File: src/rtl/arc4_pkg.sv
// Shared ARC4 types and helpers: S-box geometry, key-schedule FSM states, key byte selection.
package arc4_pkg;

    localparam int SBOX_SIZE     = 256;
    localparam int KEY_MAX_BYTES = 32;
    localparam int KEY_MAX_W     = 8 * KEY_MAX_BYTES;

    typedef enum logic [2:0] {
        IDLE  = 3'd0,
        RD_I  = 3'd1,
        CAP_I = 3'd2,
        RD_J  = 3'd3,
        CAP_J = 3'd4,
        WR_I  = 3'd5,
        WR_J  = 3'd6
    } ksa_state_e;

    // Key is right-aligned in a KEY_MAX_W container; byte 0 is the most significant of nbytes.
    function automatic logic [7:0] key_byte(input logic [KEY_MAX_W-1:0] key,
                                            input int unsigned          nbytes,
                                            input int unsigned          idx);
        logic [KEY_MAX_W-1:0] sh;
        sh = key >> (8 * (nbytes - 1 - idx));
        return sh[7:0];
    endfunction

endpackage

File: src/rtl/ksa_if.sv
// Start/done handshake, key and S-memory bus of the key-scheduling stage.
interface ksa_if #(
    parameter int KEY_BYTES = 3,
    parameter int ADDR_W    = 8,
    parameter int DATA_W    = 8
);
    logic                   en;
    logic                   rdy;
    logic [8*KEY_BYTES-1:0] key;
    logic [ADDR_W-1:0]      addr;
    logic [DATA_W-1:0]      rddata;
    logic [DATA_W-1:0]      wrdata;
    logic                   wren;

    modport master (input en, key, rddata, output rdy, addr, wrdata, wren);
    modport slave  (output en, key, rddata, input rdy, addr, wrdata, wren);
endinterface

File: src/rtl/ksa.sv
// ARC4 key schedule over an external 256x8 S memory: j += S[i] + key[i mod n]; swap(S[i], S[j]).
// Latency 1536 cycles (6 per i) from accepted en to rdy; en is accepted only while rdy=1,
// and en while busy is dropped, not queued.
module ksa
    import arc4_pkg::*;
#(
    parameter int KEY_BYTES = 3,
    parameter int ADDR_W    = 8,
    parameter int DATA_W    = 8
) (
    input  logic clk,
    input  logic rst_n,
    ksa_if.master bus
);

    localparam int                KIDX_W    = (KEY_BYTES > 1) ? $clog2(KEY_BYTES) : 1;
    localparam logic [KIDX_W-1:0] KIDX_LAST = KIDX_W'(KEY_BYTES - 1);
    localparam logic [ADDR_W-1:0] I_LAST    = ADDR_W'(SBOX_SIZE - 1);

    ksa_state_e             state_q, state_d;
    logic [ADDR_W-1:0]      i_q, i_d;
    logic [DATA_W-1:0]      j_q, j_d;
    logic [DATA_W-1:0]      si_q, si_d;
    logic [DATA_W-1:0]      sj_q, sj_d;
    logic [KIDX_W-1:0]      kidx_q, kidx_d;
    logic [8*KEY_BYTES-1:0] key_q, key_d;
    logic [7:0]             kbyte;

    assign kbyte = key_byte(KEY_MAX_W'(key_q), KEY_BYTES, 32'(kidx_q));

    always_comb begin
        state_d    = state_q;
        i_d        = i_q;
        j_d        = j_q;
        si_d       = si_q;
        sj_d       = sj_q;
        kidx_d     = kidx_q;
        key_d      = key_q;
        bus.rdy    = 1'b0;
        bus.addr   = '0;
        bus.wrdata = '0;
        bus.wren   = 1'b0;

        case (state_q)
            IDLE: begin
                bus.rdy = 1'b1;
                if (bus.en) begin
                    key_d   = bus.key;
                    i_d     = '0;
                    j_d     = '0;
                    kidx_d  = '0;
                    state_d = RD_I;
                end
            end
            RD_I: begin
                bus.addr = i_q;
                state_d  = CAP_I;
            end
            CAP_I: begin
                si_d    = bus.rddata;
                j_d     = j_q + bus.rddata + DATA_W'(kbyte);
                state_d = RD_J;
            end
            RD_J: begin
                bus.addr = ADDR_W'(j_q);
                state_d  = CAP_J;
            end
            CAP_J: begin
                sj_d    = bus.rddata;
                state_d = WR_I;
            end
            WR_I: begin
                bus.addr   = i_q;
                bus.wrdata = sj_q;
                bus.wren   = 1'b1;
                state_d    = WR_J;
            end
            WR_J: begin
                // When i==j, si==sj, so this second write rewrites the same value.
                bus.addr   = ADDR_W'(j_q);
                bus.wrdata = si_q;
                bus.wren   = 1'b1;
                i_d        = i_q + 1'b1;
                kidx_d     = (kidx_q == KIDX_LAST) ? '0 : kidx_q + 1'b1;
                state_d    = (i_q == I_LAST) ? IDLE : RD_I;
            end
            default: state_d = IDLE;
        endcase
    end

    always_ff @(posedge clk) begin
        if (!rst_n) begin
            state_q <= IDLE;
            i_q     <= '0;
            j_q     <= '0;
            si_q    <= '0;
            sj_q    <= '0;
            kidx_q  <= '0;
            key_q   <= '0;
        end else begin
            state_q <= state_d;
            i_q     <= i_d;
            j_q     <= j_d;
            si_q    <= si_d;
            sj_q    <= sj_d;
            kidx_q  <= kidx_d;
            key_q   <= key_d;
        end
    end

endmodule

File: src/flat_wrapper.sv
// flat-port wrapper written by rule: the top's interface ports become plain ports
module ksa_flat import arc4_pkg::*;
#(
    parameter int KEY_BYTES = 3,
    parameter int ADDR_W    = 8,
    parameter int DATA_W    = 8
)
  (clk, rst_n, bus_en, bus_key, bus_rddata, bus_rdy, bus_addr, bus_wrdata, bus_wren);
  ksa_if #(.KEY_BYTES(KEY_BYTES), .ADDR_W(ADDR_W), .DATA_W(DATA_W)) bus_i ();
  input  logic clk;
  input  logic rst_n;
  input wire logic [$bits(bus_i.en)-1:0] bus_en;
  input wire logic [$bits(bus_i.key)-1:0] bus_key;
  input wire logic [$bits(bus_i.rddata)-1:0] bus_rddata;
  output wire logic [$bits(bus_i.rdy)-1:0] bus_rdy;
  output wire logic [$bits(bus_i.addr)-1:0] bus_addr;
  output wire logic [$bits(bus_i.wrdata)-1:0] bus_wrdata;
  output wire logic [$bits(bus_i.wren)-1:0] bus_wren;
  assign bus_i.en = bus_en;
  assign bus_i.key = bus_key;
  assign bus_i.rddata = bus_rddata;
  assign bus_rdy = bus_i.rdy;
  assign bus_addr = bus_i.addr;
  assign bus_wrdata = bus_i.wrdata;
  assign bus_wren = bus_i.wren;
  ksa #(.KEY_BYTES(KEY_BYTES), .ADDR_W(ADDR_W), .DATA_W(DATA_W)) u_core (.clk(clk), .rst_n(rst_n), .bus(bus_i));
endmodule
File: config.mk
export PLATFORM = sky130hd
export DESIGN_NAME = ksa_flat
export DESIGN_NICKNAME = d
export VERILOG_FILES = /design/src/rtl/arc4_pkg.sv /design/src/rtl/ksa_if.sv /design/src/rtl/ksa.sv /design/src/flat_wrapper.sv
export SDC_FILE = /design/constraint.sdc
export NUM_CORES = 1
export LEC_CHECK = 0
export CAP_MARGIN = 20
export CORE_ASPECT_RATIO = 0.8
export CORE_MARGIN = 2
export CORE_UTILIZATION = 58
export CTS_CLUSTER_DIAMETER = 80
export DETAILED_ROUTE_END_ITERATION = 6
export GPL_TIMING_DRIVEN = 0
export PLACE_DENSITY = 0.85
export REMOVE_ABC_BUFFERS = 1
export SYNTH_ARGS = -nofsm -noshare
export SYNTH_HDL_FRONTEND = slang
export SYNTH_SLANG_ARGS = --single-unit
File: constraint.sdc
create_clock -name clk -period 8.4 [get_ports clk]
set_input_delay 2.52 -clock clk [delete_from_list [all_inputs] [get_ports clk]]
set_output_delay 2.52 -clock clk [all_outputs]
set_load 0.03 [all_outputs]
**Word-level counts from Yosys, hierarchy flattened**

Cells that the tools add are included.

- Word-level logic and storage cells: 44
- Bits in latches: 0
- Register bits: 61
- Bits in read-only memories: 0
- Memory bits (writable): 0
- Bits of input ports: 35
- Memories: 0

- Bitwise logic cells: 0
- Reductions and logical operators: 9
- Equal/unequal tests: 9
- Shifts and indexed selects: 1
- Multipliers: 0
- Order comparisons: 0
- Add/subtract/negate cells: 5
- Multiplexer cells: 13
- Divide/modulo/power cells: 0

Operators by type and width:

| cell | count |
|---|---|
| case mux 8 bit (2 select lines) | 4 |
| >> shifter 24 x 32 -> 8 bit | 1 |
| case mux 3 bit (7 select lines) | 1 |
| adder 8 bit | 2 |
| equality test 3 bit, second input constant | 3 |
| adder 8 x 1 -> 8 bit, second input constant | 1 |
| equality test 8 bit, second input constant | 1 |
| two-way mux 8 bit | 1 |
| equality test 3 x 2 -> 1 bit, second input constant | 2 |
| AND reduction 2 bit | 3 |
| OR reduction 2 bit | 3 |
| two-way mux 2 bit | 2 |
| case mux 2 bit (2 select lines) | 1 |
| nonzero test 2 bit | 2 |
| equality test 3 x 1 -> 1 bit, second input constant | 1 |
| zero test 3 bit | 1 |
| two-way mux 1 bit | 3 |
| two-way mux 3 bit | 1 |
| subtractor 2 x 2 -> 3 bit, first input constant | 1 |
| adder 2 x 1 -> 2 bit, second input constant | 1 |
| equality test 2 bit, second input constant | 1 |
| != test 2 bit, second input constant | 1 |

**Logic depth before layout (Yosys ltp)**

Gate-level depths: netlist of the first run.

- Word-level depth: 4
- Gate-level depth with buffers: 17
- Depth with buffers taken out: 15

**Worst setup path before layout of the first run**

Ideal clock, no wire load.

- Path kind: input -> register
- From: in bus_rddata[1]
- To: reg u_core.j_q[7]
- Stages on the path: 9
- Library setup time: 0.062 ns
- Arrival: 4.400 ns
- Path buffers: 0
- Setup slack: 3.938 ns
- Cell sequence: fa_1 ha_1 inv_1 fa_1 nor2b_1 o31a_1 o22ai_1 or3_1 nand3_1

- Cells in the longest elaborated chain, start to end: 3

Ends and longest elaborated chain:

| element | line | RTL |
|---|---|---|
| start, declared | flat_wrapper.sv:14 | `input wire logic [$bits(bus_i.rddata)-1:0] bus_rddata;` |
| adder 8 bit (2 in a row) | ksa.sv:61 | `j_d = j_q + bus.rddata + DATA_W'(kbyte);` |
| case mux 8 bit (2 select lines) | ksa.sv:44 | `case (state_q)` |
| end signal, assigned | ksa.sv:103 | `j_q <= j_d;` |
| end, declared | ksa.sv:22 | `logic [DATA_W-1:0] j_q, j_d;` |

No other way between the ends.
A chain may end at the register's enable or synchronous reset.

**Worst setup path in the final report of the first run**

- From: reg u_core.state_q[0]
- To: out bus_wrdata[4]

- Cells in the longest elaborated chain, start to end: 2

Ends and longest elaborated chain:

| element | line | RTL |
|---|---|---|
| start, declared | ksa.sv:20 | `ksa_state_e state_q, state_d;` |
| start signal, assigned | ksa.sv:101 | `state_q <= state_d;` |
| equality test 3 bit | ksa.sv:44 |  |
| case mux 8 bit (2 select lines) * | ksa.sv:44 |  |
| end, declared | flat_wrapper.sv:17 | `output wire logic [$bits(bus_i.wrdata)-1:0] bus_wrdata;` |

Mark *: on every way between the ends. The rest lies on a longest branch, timed or not.

==> results of run 1 <==
==> final cells by class <==
class	count	area (um2)	area share, %
Inverter	6	22.5	0.568
Timing Repair Buffer	53	527	13.3
Sequential cell	61	1220	30.8
Clock inverter	1	5.00	0.126
Tap cell	78	97.6	2.46
Clock buffer	15	166	4.20
Multi-Input combinational cell	292	1920	48.5
==> worst max-delay path, cell delays in order, from the launching register on <==
cell             delay [ns]
dfxtp_1                0.55
nor2b_1                0.57
buf_6                  0.23
a22oi_1                0.10
nor2b_1                0.21
clkdlybuf4s50_1        0.70
==> final timing paths <==
kind / start / end / slack (ns) / cells after the start
max: u_core.state_q[0] / bus_wrdata[4] / 3.18 / 5
min: u_core.si_q[5] / u_core.si_q[5] / 0.47 / 2
max reg2reg: u_core.kidx_q[0] / u_core.j_q[7] / 3.99 / 15
min reg2reg: u_core.si_q[5] / u_core.si_q[5] / 0.47 / 2
==> cell usage in the layout, fill, tap and decap left out, drive strengths merged, types with 2 or more instances in the layout <==
master,n
nor3,3
buf,2
a22oi,8
nor2,19
a211oi,2
a21boi,40
xnor2,4
ha,10
xor2,3
mux2i,19
clkdlybuf4s50,51
inv,6
nand3,13
clkbuf,15
o21a,4
dfxtp,61
and2,8
a22o,8
a31oi,9
a21oi,3
nand4,4
fa,8
nand2,82
nor2b,23
o21ai,8
==> flip-flops by register name, summed over array words and instances (netlist names) <==
| signal | count |
|---|---|
| u_core.j_q | 8 |
| u_core.kidx_q | 2 |
| u_core.i_q | 8 |
| u_core.si_q | 8 |
| u_core.state_q | 3 |
| u_core.sj_q | 8 |
| u_core.key_q | 24 |
==> stage by stage <==
stage | hold WS, ns | total power, mW | util [%]
after CTS | 0.471 | 0.683 | 72.1
after floorplan | 0.435 | 0.402 | -
after detailed placement | 0.452 | 0.453 | 69.0
after global placement | 0.443 | 0.445 | 68.8
after global routing | 0.492 | 0.712 | 72.1
final | 0.466 | 0.679 | 72.1
==> logic make-up (layout without fill, tap and decap cells) <==
kind of cell    after synthesis  count (layout)  synth area share [%]
fa+ha+maj                    18              18                  8.56
flops                        61              61                  36.6
mux                          19              19                  5.70
simple gates                162             162                  22.8
buf+inv                      39              75                  5.82
xor+xnor                      7               7                  1.84
compound gates               86              86                  18.6
==> per-layer routing <==
layer  up-vias  GRT usage [%]
met4         0           7.91
met5         -              0
met2        72           41.3
li1       1395              -
met3        13           6.80
met1      1305           31.1
==> where the power goes <==
group | total, mW | internal [mW] | switching [mW] | leakage [nW]
sequential | 0.321 | 0.306 | 0.0152 | 0.496
combinational | 0.128 | 0.0581 | 0.0703 | 0.834
clock | 0.229 | 0.123 | 0.106 | 0.0877
total | 0.679 | 0.487 | 0.192 | 1.42
==> results.yml, run 1 <==
logic_synthesis:
  syn_area_per_cell_um2: 8.51
  synth.distinct_cells: 43
  synth_ff_type: "dfxtp_1"
  synth_commonest_cells: "nand2_1, dfxtp_1, a21boi_0"
  synth.top_cells.by_area: "dfxtp_1, nand2_1, a21boi_0"
  synth_edf_count: 0
  synthArstFlopShare_pct: 0
  ys_ff_latch: 61
  netlist_instances: 392
  ys_seq_area_share_pct: 36.6
  synth_area_um2: 3330
  yosys.area.top_type: "dfxtp_1"
  yosys_warnings: 0
  synth_most_common_cell: "nand2_1"
  synth_top_area_share_pct: 36.6
clocking:
  post_cts_buffers: 0
  cts.path.max_buffers: 2
  cts_tree: "done"
  htree_levels: 3
  postCtsHoldBufs: 0
  cts_resized: 0
  path_clk_slew_ns: 0.07
  cts-root-buf: "clkbuf_8"
  cts_num_sinks: 61
  insertion_delay_ns: 0.34
  cts-buffers-inserted: 9
power_and_ir_drop:
  power_density_nw_per_um2: 171
  peakVddDrop_mv: 0.0908
  power.leakage_nw: 1.42
sta:
  clock.fmax_mhz: 192
  setup_violations: 0
  period_minus_slack_ns: 5.22
  setup-tns-final_ns: 0
  tightest_slew_ns: 1.06
  rsz0062_at_grt: "no"
  finalHoldViolCount: 0
  period_share_pct: 62.1
  final.setup.worst_slack_ns: 3.18
  relSlewSlack_pct: 29.4
  slew_violations: 0
  worst_clock_skew_ns: 0.00999
drt:
  dr.pass1.iters: 5
  viasPerCell: 5.50
  top_layer: "met4"
  vias: 2785
  ant_nets: 0
  wl_met3_um: 386
  wirelength_um: 7400
  drc: 0
  avgRoutedWirePerCell_um: 14.6
  wl_met1_um: 3310
  routed-wl-met2_um: 3590
  first_iter_violations: 143
die:
  ios: 53
  die-area_um2: 6380
  rows: 24
  start_util_pct: 60.7
  core_um2: 5500
  die_x_um: 88.8
  dieHeight_um: 71.8
place:
  io_buffers: 52
  place_area_um2: 3790
  gp_congestion: 0.890
  post-place-ws_ns: 3.21
  dp_hpwl_um: 5110
  dp.cells: 490
critical_path:
  cp_max_fo: 11
  cp-start-kind: "flip-flop"
  crit_type: "flip-flop to primary output"
  cp-end-kind: "primary output"
  worstPathArrival_ns: 2.70
  required_ns: 5.88
global_routing:
  grt.overflow.total: 0
  grt_pass1_wl_um: 12200
  grt_max_degree: 64
  track_usage_pct: 24.8
  grt_pass1_vias: 2686
  antenna_found_initial: 0
cells_and_area:
  nFillCells: 450
  finalInstanceArea_um2: 3960
  instances_no_fill: 506
  insertedDiodeCount: 0
  finish.net_count: 476
  drive_above_1_share_pct: 4.44
  syn_to_final_growth_pct: 18.9
flow_run:
  maxCapViolCount: 0
run_status:
  status: "complete, no violations"
worst_hold_path:
  hold_class: "flip-flop to flip-flop"
(Power assumes the default switching activity.)
==> run 2: changes to the inputs <==
--- a/config.mk
+++ b/config.mk
@@ -8,11 +8,11 @@
 export CAP_MARGIN = 20
 export CORE_ASPECT_RATIO = 0.8
 export CORE_MARGIN = 2
-export CORE_UTILIZATION = 58
+export CORE_UTILIZATION = 54
 export CTS_CLUSTER_DIAMETER = 80
 export DETAILED_ROUTE_END_ITERATION = 6
 export GPL_TIMING_DRIVEN = 0
-export PLACE_DENSITY = 0.85
+export PLACE_DENSITY = 0.8
 export REMOVE_ABC_BUFFERS = 1
 export SYNTH_ARGS = -nofsm -noshare
 export SYNTH_HDL_FRONTEND = slang
==> constraint.sdc (replaced) <==
create_clock -name clk -period 5.2 [get_ports clk]
set_input_delay 1.56 -clock clk [delete_from_list [all_inputs] [get_ports clk]]
set_output_delay 1.56 -clock clk [all_outputs]
set_load 0.03 [all_outputs]
==> run 2 against run 1 <==
Register-to-register slack got worse by 3.0 ns. Largest cell class unchanged. Non-clock buffer count did not move. Routed wire length fell by 7.6%. Clock power increased by 59%. Sequential power grew 62%. Hold slack worse by 0.0053 ns. Via count decreased by 2.2%. Flip-flop and latch count unchanged. Critical endpoint is now u_core.j_q[7]. Cell count grew 0.20%. Combinational power is 55% higher. First-iteration DRC count decreased by 20%. Global-route usage down 3.4 points.
==> results.yml, run 2 (same netlist as run 1, synthesis figures left out) <==
critical_path:
  r2r_end: "u_core.j_q[7]"
  critPathLaunch: "u_core.kidx_q[0]"
  crit_type: "flip-flop to flip-flop"
  cp-endpoint: "u_core.j_q[7]"
  rr_worst_depth: 15
  r2r-start: "u_core.kidx_q[0]"
  worstPathArrival_ns: 4.51
  regToRegSetupSlack_ns: 0.97
  critPathMaxStageDelay_ns: 0.75
  path_cells: "inv_1, ha_1, mux2i_1, nor2_1, a31oi_1, nor2_1, fa_1, ha_1, inv_1, fa_1, nor2b_1, o31a_1, o22ai_1, or3_1, nand3_1"
  path_depth: 15
  required_ns: 5.48
  cp_slowest_cell: "ha_1"
  cp-end-kind: "flip-flop"
  crit_family: "adder cells"
  cp-start-kind: "flip-flop"
  cp_num_buf_inv: 2
  cp_max_fo: 19
clocking:
  postCtsHoldBufs: 0
  cts.path.max_buffers: 2
  post_cts_buffers: 0
  path_clk_slew_ns: 0.06
  htree_levels: 3
  cts_tree: "done"
  cts-root-buf: "clkbuf_8"
  cts_num_sinks: 61
  cts_resized: 0
  insertion_delay_ns: 0.34
  cts-buffers-inserted: 9
power_and_ir_drop:
  internal-power_mw: 0.778
  power_density_nw_per_um2: 273
  design_power_total_mw: 1.08
  peakVddDrop_mv: 0.158
  p_sw_share_pct: 28.0
  clkPwrFrac_pct: 33.6
  netSwitchingPower_mw: 0.303
  power.leakage_nw: 1.42
  combPwrFrac_pct: 18.4
  seqPwrFrac_pct: 48.0
sta:
  period_share_pct: 81.3
  clock.fmax_mhz: 236
  period_minus_slack_ns: 4.23
  tightest_slew_ns: 1.04
  hold_ws_ns: 0.461
  final.setup.worst_slack_ns: 0.970
  rsz0062_at_grt: "no"
  setup_violations: 0
  setup-tns-final_ns: 0
  slew_violations: 0
  relSlewSlack_pct: 30.3
  worst_clock_skew_ns: 0.00945
  finalHoldViolCount: 0
place:
  dp_hpwl_um: 4770
  gp_congestion: 0.891
  dp.cells: 493
  io_buffers: 52
  post-place-ws_ns: 0.991
  place_area_um2: 3800
drt:
  dr.pass1.iters: 4
  wirelength_um: 6840
  drc: 0
  avgRoutedWirePerCell_um: 13.5
  wl_met3_um: 282
  first_iter_violations: 114
  wl_met1_um: 3390
  vias: 2724
  routed-wl-met2_um: 3110
  ant_nets: 0
  top_layer: "met4"
  viasPerCell: 5.37
cells_and_area:
  finalInstanceArea_um2: 3960
  insertedDiodeCount: 0
  instances_no_fill: 507
  finish.net_count: 476
  drive_above_1_share_pct: 4.69
  top_register: "u_core.key_q"
  syn_to_final_growth_pct: 18.8
  largest_reg_flops: 24
  final_cell_mix: "nand2_1, dfxtp_1, clkdlybuf4s50_1"
  final_common_cell: "nand2_1"
  fin_util_pct: 66.7
global_routing:
  track_usage_pct: 21.4
  grt.overflow.total: 0
  grt_pass1_vias: 2623
  grt_max_degree: 64
  antenna_found_initial: 0
  grt_pass1_wl_um: 11600
die:
  die-area_um2: 6820
  start_util_pct: 56.1
  die_x_um: 91.9
  ios: 53
  core_um2: 5940
  rows: 25
  dieHeight_um: 74.3
worst_hold_path:
  hold_class: "flip-flop to flip-flop"
flow_run:
  maxCapViolCount: 0
run_status:
  status: "complete, no violations"
-- run 2: changes by cell type in the layout (fill, tap and decap cells not counted), sizes merged --
cell	change
clkinv	+1
clkbuf	-3
-- run 2: worst reg2reg max path, stage by stage, from the launching register on --
cell	delay (ns)
dfxtp_1	0.71
inv_1	0.16
ha_1	0.76
mux2i_1	0.27
nor2_1	0.06
a31oi_1	0.15
nor2_1	0.07
fa_1	0.49
ha_1	0.18
inv_1	0.06
fa_1	0.39
nor2b_1	0.17
o31a_1	0.17
o22ai_1	0.11
or3_1	0.35
nand3_1	0.08
-- run 2: layout make-up --
| cell class | instances | area, um2 |
|---|---|---|
| Sequential cell | 61 | 1220 |
| Clock buffer | 12 | 155 |
| Fill cell | 510 | 1980 |
| Timing Repair Buffer | 53 | 527 |
| Clock inverter | 2 | 10.0 |
| Multi-Input combinational cell | 292 | 1920 |
| Tap cell | 81 | 101 |
| Inverter | 6 | 22.5 |
-- run 2: layer usage --
| metal | global-route usage (%) | vias up |
|---|---|---|
| met4 | 6.30 | 0 |
| met2 | 36.1 | 47 |
| li1 | - | 1391 |
| met1 | 27.1 | 1279 |
| met3 | 6.48 | 7 |
| met5 | 0 | - |
-- run 2: worst min path at each step --
stage	start	to	slack, ns	cells after the start
after floorplan	u_core.key_q[1]	u_core.key_q[1]	0.43	2
after global placement	u_core.key_q[2]	u_core.key_q[2]	0.44	2
after detailed placement	u_core.key_q[2]	u_core.key_q[2]	0.46	2
after CTS	u_core.key_q[2]	u_core.key_q[2]	0.47	2
after global routing	u_core.key_q[2]	u_core.key_q[2]	0.48	2
final	u_core.key_q[2]	u_core.key_q[2]	0.46	2
-- run 2: power groups by stage --
stage	sequential, mW	combinational, mW	clock, mW
5_1_grt	0.523	0.226	0.389
2_1_floorplan	0.521	0.129	0
4_1_cts	0.518	0.200	0.370
3_3_place_gp	0.527	0.193	0
6_report	0.519	0.199	0.363
3_5_place_dp	0.528	0.200	0
==> run 3: changes to the inputs <==
==> constraint.sdc (replaced) <==
create_clock -name clk -period 4.2 [get_ports clk]
set_input_delay 1.26 -clock clk [delete_from_list [all_inputs] [get_ports clk]]
set_output_delay 1.26 -clock clk [all_outputs]
set_load 0.03 [all_outputs]
==> run 3 against run 2 <==
Total power grew 24%. Critical path type is now flip-flop to primary output. Non-clock buffer count did not move. Clock power is 24% higher. Global-route usage did not move. Routed wire length unchanged. Sequential power increased by 24%. Clock-buffer cell count unchanged.
==> results.yml, run 3 (same netlist as run 1, synthesis figures left out) <==
die:
  start_util_pct: 56.1
  die_x_um: 91.9
  rows: 25
  dieHeight_um: 74.3
  ios: 53
  core_um2: 5940
  die-area_um2: 6820
power_and_ir_drop:
  internal-power_mw: 0.963
  combPwrFrac_pct: 18.4
  seqPwrFrac_pct: 48.0
  clkPwrFrac_pct: 33.6
  p_sw_share_pct: 28.0
  netSwitchingPower_mw: 0.375
  peakVddDrop_mv: 0.195
  power.leakage_nw: 1.42
  design_power_total_mw: 1.34
  power_density_nw_per_um2: 338
cells_and_area:
  largest_reg_flops: 24
  instances_no_fill: 507
  top_register: "u_core.key_q"
  syn_to_final_growth_pct: 18.9
  finish.net_count: 476
  finalInstanceArea_um2: 3970
  drive_above_1_share_pct: 5.16
  insertedDiodeCount: 0
  final_common_cell: "nand2_1"
  final_cell_mix: "nand2_1, dfxtp_1, clkdlybuf4s50_1"
place:
  gp_congestion: 0.891
  dp.cells: 493
  io_buffers: 52
  place_area_um2: 3800
  dp_hpwl_um: 4770
sta:
  clock.fmax_mhz: 256
  tightest_slew_ns: 1.04
  setup_violations: 0
  finalHoldViolCount: 0
  period_share_pct: 93.1
  relSlewSlack_pct: 30.3
  worst_clock_skew_ns: 0.00945
  slew_violations: 0
  period_minus_slack_ns: 3.91
  rsz0062_at_grt: "no"
drt:
  avgRoutedWirePerCell_um: 13.5
  first_iter_violations: 114
  ant_nets: 0
  wirelength_um: 6840
  viasPerCell: 5.37
  vias: 2724
  drc: 0
  dr.pass1.iters: 4
clocking:
  path_clk_slew_ns: 0.07
  cts_tree: "done"
  cts-buffers-inserted: 9
  htree_levels: 3
  post_cts_buffers: 0
  cts_num_sinks: 61
  postCtsHoldBufs: 0
  cts-root-buf: "clkbuf_8"
  insertion_delay_ns: 0.34
  cts.path.max_buffers: 2
flow_run:
  maxCapViolCount: 0
critical_path:
  worstPathArrival_ns: 2.65
  critPathMaxStageDelay_ns: 0.69
  required_ns: 2.94
  regToRegSetupSlack_ns: 0.39
  path_depth: 5
  crit_type: "flip-flop to primary output"
  cp-start-kind: "flip-flop"
  cp_max_fo: 11
  rr_worst_depth: 15
  cp-endpoint: "bus_wrdata[3]"
  cp_num_buf_inv: 2
  r2r_end: "u_core.j_q[7]"
  path_cells: "nor2b_1, buf_6, a22oi_1, nor2b_1, clkdlybuf4s50_1"
  crit_top_cell: "nor2b_1"
  r2r-start: "u_core.kidx_q[0]"
  cp-end-kind: "primary output"
  crit_family: "buffers and inverters"
  cp_slowest_cell: "clkdlybuf4s50_1"
  critPathLaunch: "u_core.state_q[0]"
global_routing:
  grt.overflow.total: 0
  track_usage_pct: 21.4
  grt_max_degree: 64
  grt_pass1_vias: 2623
  antenna_found_initial: 0
  grt_pass1_wl_um: 11600
worst_hold_path:
  hold_depth: 2
  hp-start: "u_core.key_q[2]"
  hold_class: "flip-flop to flip-flop"
run_status:
  status: "complete, no violations"
## run 3: metal layers
layer	track usage, %	part of all wire, %	vias to the layer above
met3	6.48	4.1	7
li1	-	-	1391
met5	0	0	-
met1	27.1	49	1279
met2	36.1	45	47
met4	6.30	0.96	0
## run 3: power groups by stage
stage / sequential [mW] / combinational [mW] / clock [mW]
final: 0.642 / 0.246 / 0.450
after global placement: 0.652 / 0.238 / 0
after floorplan: 0.645 / 0.159 / 0
after CTS: 0.642 / 0.248 / 0.458
after global routing: 0.647 / 0.279 / 0.481
after detailed placement: 0.654 / 0.247 / 0
## run 3: how the worst min path moves through the flow
stage	to	slack, ns
after floorplan	u_core.key_q[1]	0.43
after global placement	u_core.key_q[2]	0.44
after detailed placement	u_core.key_q[2]	0.46
after CTS	u_core.key_q[2]	0.47
after global routing	u_core.key_q[2]	0.48
final	u_core.key_q[2]	0.46
## run 3: per-stage QoR
step / setup TNS, ns / setup WS, ns / util (%) / hold slack, ns
finish: 0 / 0.289 / 66.7 / 0.461
global route: 0 / 0.138 / 66.7 / 0.478
CTS: 0 / 0.129 / 66.7 / 0.465
detailed placement: -0.00927 / -0.00927 / 63.9 / 0.456
global placement: 0 / 0.0640 / 63.7 / 0.443
floorplan: 0 / 0.498 / - / 0.435
## run 3: worst register-to-register path: cells and delay by family (launching register included)
family                     cells  cell delay [ns]
and+or+nand+nor                5             0.73
muxes                          1             0.24
adders and majority gates      4             1.64
AOI/OAI and AO/OA              3             0.42
DFF                            1             0.53
buffers and inverters          2             0.19
## run 3: layout make-up
| type | instances | area, um2 |
|---|---|---|
| fillers | 507 | 1980 |
| multi-input cells | 292 | 1930 |
| flip-flops and latches | 61 | 1220 |
| repair buffers | 53 | 527 |
| clock buffers | 12 | 155 |
| well taps | 81 | 101 |
| inverters | 6 | 22.5 |
| clock inverters | 2 | 10.0 |
## run 3: repair_timing
action,4_1_cts,5_1_grt
setup endpoints to repair,1,2
resized for setup,1,1
pin swaps,0,0
